File: config.mk
export PLATFORM = sky130hd
export DESIGN_NAME = uart_7seg_multi_flat
export DESIGN_NICKNAME = d
export VERILOG_FILES = /design/src/rtl/uart_7seg_multi_if.sv /design/src/rtl/uart_7seg_multi.sv /design/src/flat_wrapper.sv
export SDC_FILE = /design/constraint.sdc
export NUM_CORES = 1
export LEC_CHECK = 0
export ABC_AREA = 0
export BUFFER_PORTS_ARGS = -buffer_cell sky130_fd_sc_hd__buf_2
export CAP_MARGIN = 10
export CORE_MARGIN = 3
export CORE_UTILIZATION = 38
export DETAILED_ROUTE_END_ITERATION = 8
export PLACE_DENSITY_LB_ADDON = 0.2
export SLEW_MARGIN = 0
export SYNTH_ARGS = -nofsm -noshare
export SYNTH_HDL_FRONTEND = slang
export SYNTH_SLANG_ARGS = --single-unit
File: constraint.sdc
create_clock -name clk -period 2.63 [get_ports clk]
set_input_delay 0.1315 -clock clk [delete_from_list [all_inputs] [get_ports clk]]
set_output_delay 0.1315 -clock clk [all_outputs]
set_load 0.005 [all_outputs]
File: src/rtl/uart_7seg_multi_if.sv
// Bundle of the UART input and the display / receive-status outputs of
// uart_7seg_multi. The master side is the display block itself.
interface uart_7seg_multi_if #(
  parameter int DATA_BITS  = 8,
  parameter int NUM_DIGITS = 4
);
  logic                  uart_rx;
  logic [6:0]            seg;
  logic [NUM_DIGITS-1:0] digit_en;
  logic [DATA_BITS-1:0]  rx_data;
  logic                  byte_valid;
  logic                  frame_err;
  logic                  parity_err;

  modport master (
    input  uart_rx,
    output seg, digit_en, rx_data, byte_valid, frame_err, parity_err
  );

  modport slave (
    output uart_rx,
    input  seg, digit_en, rx_data, byte_valid, frame_err, parity_err
  );
endinterface

File: src/rtl/uart_7seg_multi.sv
// UART receiver (configurable width / parity) feeding a shifting digit
// buffer that is shown on a time-multiplexed 7-segment display.
module uart_7seg_multi #(
  parameter int DELAY_FRAMES   = 234,
  parameter int DATA_BITS      = 8,
  parameter int PARITY_EN      = 0,
  parameter int PARITY_ODD     = 0,
  parameter int NUM_DIGITS     = 4,
  parameter int SCAN_DIV       = 27000,
  parameter int SEG_ACTIVE_LOW = 0
) (
  input logic               clk,
  input logic               reset,
  uart_7seg_multi_if.master bus
);

  localparam int CNT_W  = (DELAY_FRAMES > 1) ? $clog2(DELAY_FRAMES) : 1;
  localparam int SCAN_W = (SCAN_DIV > 1) ? $clog2(SCAN_DIV) : 1;
  localparam int IDX_W  = (NUM_DIGITS > 1) ? $clog2(NUM_DIGITS) : 1;

  localparam logic [CNT_W-1:0]  HALF_LAST = CNT_W'(DELAY_FRAMES / 2 - 1);
  localparam logic [CNT_W-1:0]  BIT_LAST  = CNT_W'(DELAY_FRAMES - 1);
  localparam logic [SCAN_W-1:0] SCAN_LAST = SCAN_W'(SCAN_DIV - 1);
  localparam logic [IDX_W-1:0]  IDX_LAST  = IDX_W'(NUM_DIGITS - 1);
  localparam logic              INV       = (SEG_ACTIVE_LOW != 0);
  localparam logic              PAR_ODD   = (PARITY_ODD != 0);
  localparam logic              PAR_EN    = (PARITY_EN != 0);

  localparam logic [2:0] S_IDLE   = 3'd0;
  localparam logic [2:0] S_START  = 3'd1;
  localparam logic [2:0] S_DATA   = 3'd2;
  localparam logic [2:0] S_PARITY = 3'd3;
  localparam logic [2:0] S_STOP   = 3'd4;
  localparam logic [2:0] S_BREAK  = 3'd5;

  logic                  rx_meta_q, rx_q;
  logic [2:0]            state_q, state_d;
  logic [CNT_W-1:0]      cnt_q, cnt_d;
  logic [3:0]            bit_q, bit_d;
  logic [DATA_BITS-1:0]  shift_q, shift_d;
  logic                  par_bad_q, par_bad_d;
  logic [DATA_BITS-1:0]  rx_data_q, rx_data_d;
  logic                  byte_valid_q, byte_valid_d;
  logic                  frame_err_q, frame_err_d;
  logic                  parity_err_q, parity_err_d;
  logic [3:0]            digits_q [NUM_DIGITS];
  logic [3:0]            digits_d [NUM_DIGITS];
  logic [SCAN_W-1:0]     scan_cnt_q, scan_cnt_d;
  logic [IDX_W-1:0]      idx_q, idx_d;
  logic [6:0]            seg_q, seg_d;
  logic [NUM_DIGITS-1:0] en_q, en_d;
  logic [7:0]            byte_w;

  function automatic logic [6:0] seg_map(input logic [3:0] code);
    case (code)
      4'd0:    seg_map = 7'b0111111;
      4'd1:    seg_map = 7'b0001001;
      4'd2:    seg_map = 7'b1011110;
      4'd3:    seg_map = 7'b1011011;
      4'd4:    seg_map = 7'b1101001;
      4'd5:    seg_map = 7'b1110011;
      4'd6:    seg_map = 7'b1110111;
      4'd7:    seg_map = 7'b0011001;
      4'd8:    seg_map = 7'b1111111;
      4'd9:    seg_map = 7'b1111011;
      default: seg_map = 7'b0000000;
    endcase
  endfunction

  // Two-flop synchroniser on the asynchronous serial line, idling high.
  // NOTE: clocked state always uses non-blocking (<=) so every flop samples pre-edge values.
  always_ff @(posedge clk or posedge reset) begin
    if (reset) begin
      rx_meta_q <= 1'b1;
      rx_q      <= 1'b1;
    end else begin
      rx_meta_q <= bus.uart_rx;
      rx_q      <= rx_meta_q;
    end
  end

  // Receive FSM next state: mid-bit sampling, parity check and end-of-frame flags.
  // NOTE: every signal gets a default first so no path through the case infers a latch.
  always_comb begin
    state_d      = state_q;
    cnt_d        = cnt_q + 1'b1;
    bit_d        = bit_q;
    shift_d      = shift_q;
    par_bad_d    = par_bad_q;
    rx_data_d    = rx_data_q;
    byte_valid_d = 1'b0;
    frame_err_d  = 1'b0;
    parity_err_d = 1'b0;
    case (state_q)
      S_IDLE: begin
        cnt_d = '0;
        if (!rx_q) state_d = S_START;
      end
      S_START: begin
        if (cnt_q == HALF_LAST) begin
          cnt_d     = '0;
          bit_d     = '0;
          par_bad_d = 1'b0;
          state_d   = rx_q ? S_IDLE : S_DATA;
        end
      end
      S_DATA: begin
        if (cnt_q == BIT_LAST) begin
          cnt_d   = '0;
          shift_d = {rx_q, shift_q[DATA_BITS-1:1]};
          bit_d   = bit_q + 4'd1;
          if (bit_q == 4'(DATA_BITS - 1)) state_d = PAR_EN ? S_PARITY : S_STOP;
        end
      end
      S_PARITY: begin
        if (cnt_q == BIT_LAST) begin
          cnt_d     = '0;
          par_bad_d = ((^shift_q) ^ rx_q) != PAR_ODD;
          state_d   = S_STOP;
        end
      end
      S_STOP: begin
        if (cnt_q == BIT_LAST) begin
          cnt_d        = '0;
          frame_err_d  = !rx_q;
          parity_err_d = par_bad_q;
          if (rx_q && !par_bad_q) begin
            rx_data_d    = shift_q;
            byte_valid_d = 1'b1;
          end
          state_d = rx_q ? S_IDLE : S_BREAK;
        end
      end
      S_BREAK: begin
        cnt_d = '0;
        if (rx_q) state_d = S_IDLE;
      end
      default: state_d = S_IDLE;
    endcase
  end

  // Receive FSM registers.
  always_ff @(posedge clk or posedge reset) begin
    if (reset) begin
      state_q      <= S_IDLE;
      cnt_q        <= '0;
      bit_q        <= '0;
      shift_q      <= '0;
      par_bad_q    <= 1'b0;
      rx_data_q    <= '0;
      byte_valid_q <= 1'b0;
      frame_err_q  <= 1'b0;
      parity_err_q <= 1'b0;
    end else begin
      state_q      <= state_d;
      cnt_q        <= cnt_d;
      bit_q        <= bit_d;
      shift_q      <= shift_d;
      par_bad_q    <= par_bad_d;
      rx_data_q    <= rx_data_d;
      byte_valid_q <= byte_valid_d;
      frame_err_q  <= frame_err_d;
      parity_err_q <= parity_err_d;
    end
  end

  assign byte_w = 8'(shift_q);

  // Decode an accepted byte into a digit push or a clear of the buffer.
  always_comb begin
    digits_d = digits_q;
    if (byte_valid_d) begin
      if (byte_w <= 8'h09 || (byte_w >= 8'h30 && byte_w <= 8'h39)) begin
        for (int i = NUM_DIGITS - 1; i > 0; i--) digits_d[i] = digits_q[i-1];
        digits_d[0] = byte_w[3:0];
      end else if (byte_w == 8'h43 || byte_w == 8'h63) begin
        for (int i = 0; i < NUM_DIGITS; i++) digits_d[i] = 4'hF;
      end
    end
  end

  // Digit buffer, blanked by reset.
  // NOTE: this small register array is reset explicitly; it is flops, not a RAM macro.
  always_ff @(posedge clk or posedge reset) begin
    if (reset) begin
      for (int i = 0; i < NUM_DIGITS; i++) digits_q[i] <= 4'hF;
    end else begin
      digits_q <= digits_d;
    end
  end

  // Free-running scan divider and registered segment / enable drive.
  always_comb begin
    scan_cnt_d = scan_cnt_q + 1'b1;
    idx_d      = idx_q;
    if (scan_cnt_q == SCAN_LAST) begin
      scan_cnt_d = '0;
      idx_d      = (idx_q == IDX_LAST) ? '0 : idx_q + 1'b1;
    end
    seg_d = seg_map(digits_q[idx_q]) ^ {7{INV}};
    en_d  = (NUM_DIGITS'(1) << idx_q) ^ {NUM_DIGITS{INV}};
  end

  // Scan registers; outputs reset to their inactive level.
  always_ff @(posedge clk or posedge reset) begin
    if (reset) begin
      scan_cnt_q <= '0;
      idx_q      <= '0;
      seg_q      <= {7{INV}};
      en_q       <= {NUM_DIGITS{INV}};
    end else begin
      scan_cnt_q <= scan_cnt_d;
      idx_q      <= idx_d;
      seg_q      <= seg_d;
      en_q       <= en_d;
    end
  end

  assign bus.seg        = seg_q;
  assign bus.digit_en   = en_q;
  assign bus.rx_data    = rx_data_q;
  assign bus.byte_valid = byte_valid_q;
  assign bus.frame_err  = frame_err_q;
  assign bus.parity_err = parity_err_q;

endmodule
File: src/flat_wrapper.sv
// flat-port wrapper written by rule: the top's interface ports become plain ports
module uart_7seg_multi_flat 
#(
  parameter int DELAY_FRAMES   = 234,
  parameter int DATA_BITS      = 8,
  parameter int PARITY_EN      = 0,
  parameter int PARITY_ODD     = 0,
  parameter int NUM_DIGITS     = 4,
  parameter int SCAN_DIV       = 27000,
  parameter int SEG_ACTIVE_LOW = 0
)
  (clk, reset, bus_uart_rx, bus_seg, bus_digit_en, bus_rx_data, bus_byte_valid, bus_frame_err, bus_parity_err);
  uart_7seg_multi_if #(.DATA_BITS(DATA_BITS), .NUM_DIGITS(NUM_DIGITS)) bus_i ();
  input logic clk;
  input logic reset;
  input wire logic [$bits(bus_i.uart_rx)-1:0] bus_uart_rx;
  output wire logic [$bits(bus_i.seg)-1:0] bus_seg;
  output wire logic [$bits(bus_i.digit_en)-1:0] bus_digit_en;
  output wire logic [$bits(bus_i.rx_data)-1:0] bus_rx_data;
  output wire logic [$bits(bus_i.byte_valid)-1:0] bus_byte_valid;
  output wire logic [$bits(bus_i.frame_err)-1:0] bus_frame_err;
  output wire logic [$bits(bus_i.parity_err)-1:0] bus_parity_err;
  assign bus_i.uart_rx = bus_uart_rx;
  assign bus_seg = bus_i.seg;
  assign bus_digit_en = bus_i.digit_en;
  assign bus_rx_data = bus_i.rx_data;
  assign bus_byte_valid = bus_i.byte_valid;
  assign bus_frame_err = bus_i.frame_err;
  assign bus_parity_err = bus_i.parity_err;
  uart_7seg_multi #(.DELAY_FRAMES(DELAY_FRAMES), .DATA_BITS(DATA_BITS), .PARITY_EN(PARITY_EN), .PARITY_ODD(PARITY_ODD), .NUM_DIGITS(NUM_DIGITS), .SCAN_DIV(SCAN_DIV), .SEG_ACTIVE_LOW(SEG_ACTIVE_LOW)) u_core (.clk(clk), .reset(reset), .bus(bus_i));
endmodule
==> run_results.csv <==
group,metric,value,unit
power,irDropWorstVdd,0.000240,V
clock_tree,clk_latency,0.36,ns
synthesis,yosysWarningCount,0,
clock_tree,ctsResizeCount,0,
route,final_antenna_net_count,0,
clock_tree,cts_root_buffer,"clkbuf_8",
final_layout,multi_input_area,1890,um^2
sta,clock_skew,0.0142,ns
floorplanning,initial_core_util,39.6,%
synthesis,synth_nets,418,
route,drt_wl_total,8.46,mm
clock_tree,clock_path_buffers,2,
floorplanning,die_y,111,um
sta,setup_viol,0,
final_layout,finalNetCount,448,
placed_design,hpwl,5.89,mm
route,drc_errors,0,
global_routing,grt_start_max_net_pins,43,
final_layout,diodes,0,
floorplanning,rows,37,
sta,max_freq,437,MHz
clock_tree,cts_buffers,9,
sta,fin_crit_sh,86.9,%
floorplanning,boundaryPins,25,
global_routing,antenna_found_initial,0,
worst_setup_path,worstSetupEndpointType,"flop",
final_layout,drive_gt1_share,19.1,%
worst_setup_path,critPathKind,"flop to flop",
clock_tree,htreeDepth,3,
worst_setup_path,worstPathRequired,2.89,ns
global_routing,grt_use_total,14.6,%
global_routing,grt.overflow.total,0,
clock_tree,cts_tree,"yes",
placed_design,port_buffers,24,
global_routing,grt_pass1_wl,14.7,mm
sta,slew_headroom,51.1,%
outcome,outcome,"completed",
clock_tree,holdBufCountCts,2,
synthesis,synth.distinct_cells,60,
worst_setup_path,start_kind,"flop",
worst_setup_path,cp_max_fo,16,
sta,tns,0,ns
final_layout,area_delta_synth_final,11.7,%
route,vias,2918,
synthesis,synth_edf_count,0,
clock_tree,cts_sinks,81,
floorplanning,die_w,111,um
sta,rsz0062_at_grt,"no",
route,drtIter0Drc,146,
placed_design,gp_congestion,0.838,
sta,hold_viol_final,0,
power,p_leak,2.00,nW
power,pwr_density_cell,481,nW/um^2
route,wl_per_cell,15.1,um
synthesis,synth_ff_type,"dfrtp_1",
clock_tree,clk_pin_slew_worst_paths,0.09,ns
synthesis,synth-seq-cells,81,
worst_setup_path,arrival,2.54,ns
sta,final-max-slew-violation-count,0,
route,dr.pass1.iters,4,
final_layout,ff_latch_area,2050,um^2
global_routing,grt_pass1_vias,2947,
final_layout,fillers,979,
sta,hold_ws,0.364,ns
clock_tree,postCtsSetupRepairBufs,0,
worst_hold_path,hp-class,"flop to flop",
floorplanning,core_region_area,10500,um^2
synthesis,avgSynthCellArea,10.7,um^2
synthesis,syn-cell-area,4170,um^2
sta,fin_crit,2.29,ns
route,vias_per_cell,5.22,
flow_run,cap_violations,0,
synthesis,synthCells,388,
final_layout,final_util,44.3,%
synthesis,synth_seq_area_share,49.2,%
floorplanning,die_area,12300,um^2
sta,tightest_slew,0.732,ns
synthesis,async_reset_ff_share,100,%
cell type report:
cell class,instances,share of cell area (%)
flip-flops and latches,81,44.0
well taps,136,3.66
clock inverters,5,1.32
multi-input cells,255,40.6
repair buffers,34,4.30
inverters,37,3.01
clock buffers,11,3.04
metrics by stage:
stage	total power [mW]	setup slack, ns	area, um^2	instances
final	2.24	0.343	4650	559
after global routing	2.33	0.0946	4650	559
after detailed placement	1.31	0.383	4430	541
after floorplan	1.29	0.448	4170	388
after CTS	2.27	0.363	4650	559
after global placement	1.31	0.476	4430	541
placed cells by master (no fill, tap or decap), types with 3 or more instances in the layout:
cell,count
buf_4,8
nand3_1,11
inv_1,36
o21ai_0,25
dfrtp_1,63
clkbuf_8,10
mux4_2,4
nand2_1,19
a211oi_1,21
buf_2,24
dfstp_2,18
nor2_1,25
xnor2_1,13
o21ai_1,11
and3_1,4
nand4b_1,3
a221oi_1,11
a21oi_1,9
xor2_1,8
nor2b_1,5
ha_1,27
nor4_1,4
nor3_1,5
nand4_1,5
nor3b_1,3
worst max-delay path: stages, from the launching register on:
cell      delay (ns)
dfrtp_1         0.53
or3b_1          0.44
nor3b_2         0.38
and4_1          0.65
a221oi_1        0.18
flip-flops by register name, summed over array words and instances, names as in the netlist, 4 cells and up:
| name | count |
|---|---|
| u_core.bit_q | 4 |
| u_core.bus.digit_en | 4 |
| u_core.bus.rx_data | 8 |
| u_core.bus.seg | 7 |
| u_core.byte_w | 8 |
| u_core.cnt_q | 8 |
| u_core.digits_q | 16 |
| u_core.scan_cnt_q | 15 |
logic make-up (layout without fill, tap and decap cells):
group,Yosys count,count (layout),share of synthesized area (%)
and+or+nand+nor,105,105,14.2
AOI/OAI and AO/OA,97,97,16.0
DFF,81,81,49.2
buffers and inverters,52,87,5.41
adders and majority gates,27,27,8.11
xor gates and xnor gates,22,22,4.96
muxes,4,4,2.16
path summary, 6_finish.rpt:
check / startpoint / end / slack (ns) / cells past startpoint
worst min register to register: u_core.rx_meta_q / u_core.rx_q / 0.36 / 0
worst max-delay path: u_core.state_q[2] / u_core.digits_q[14] / 0.34 / 4
worst min-delay path: u_core.rx_meta_q / u_core.rx_q / 0.36 / 0
min in group asynchronous: reset / u_core.cnt_q[2] / 0.41 / 3
max in group asynchronous: reset / u_core.scan_cnt_q[6] / 1.45 / 4
worst max register to register: u_core.state_q[2] / u_core.digits_q[14] / 0.34 / 4
report_power, final:
group / switching [mW] / total [mW] / internal (mW)
Combinational: 0.0261 / 0.0326 / 0.00650
Clock: 0.480 / 0.953 / 0.473
Sequential: 0.00205 / 1.25 / 1.25
Total: 0.508 / 2.24 / 1.73
per-layer routing:
| metal | wire [um] | track usage (%) | vias up | part of all wire, % |
|---|---|---|---|---|
| met1 | 4110 | 20.5 | 1420 | 49 |
| met3 | 291 | 2.95 | 11 | 3.4 |
| met5 | 0 | 0 | - | 0 |
| met4 | 130 | 5.17 | 0 | 1.5 |
| li1 | - | - | 1438 | - |
| met2 | 3930 | 22.5 | 49 | 46 |
cell usage after synthesis, types with 8 or more instances:
| cell | count | area share, % |
|---|---|---|
| inv_1 | 37 | 3.3 |
| dfrtp_1 | 63 | 38 |
| o21ai_1 | 11 | 1.3 |
| a221oi_1 | 11 | 2.3 |
| dfstp_2 | 18 | 11 |
| ha_1 | 27 | 8.1 |
| nand2_1 | 19 | 1.7 |
| xor2_1 | 8 | 1.7 |
| o21ai_0 | 25 | 3.0 |
| a21oi_1 | 9 | 1.1 |
| a211oi_1 | 21 | 3.8 |
| nand3_1 | 11 | 1.3 |
| nor2_1 | 25 | 2.3 |
| xnor2_1 | 13 | 2.7 |
(Power assumes the default switching activity.)
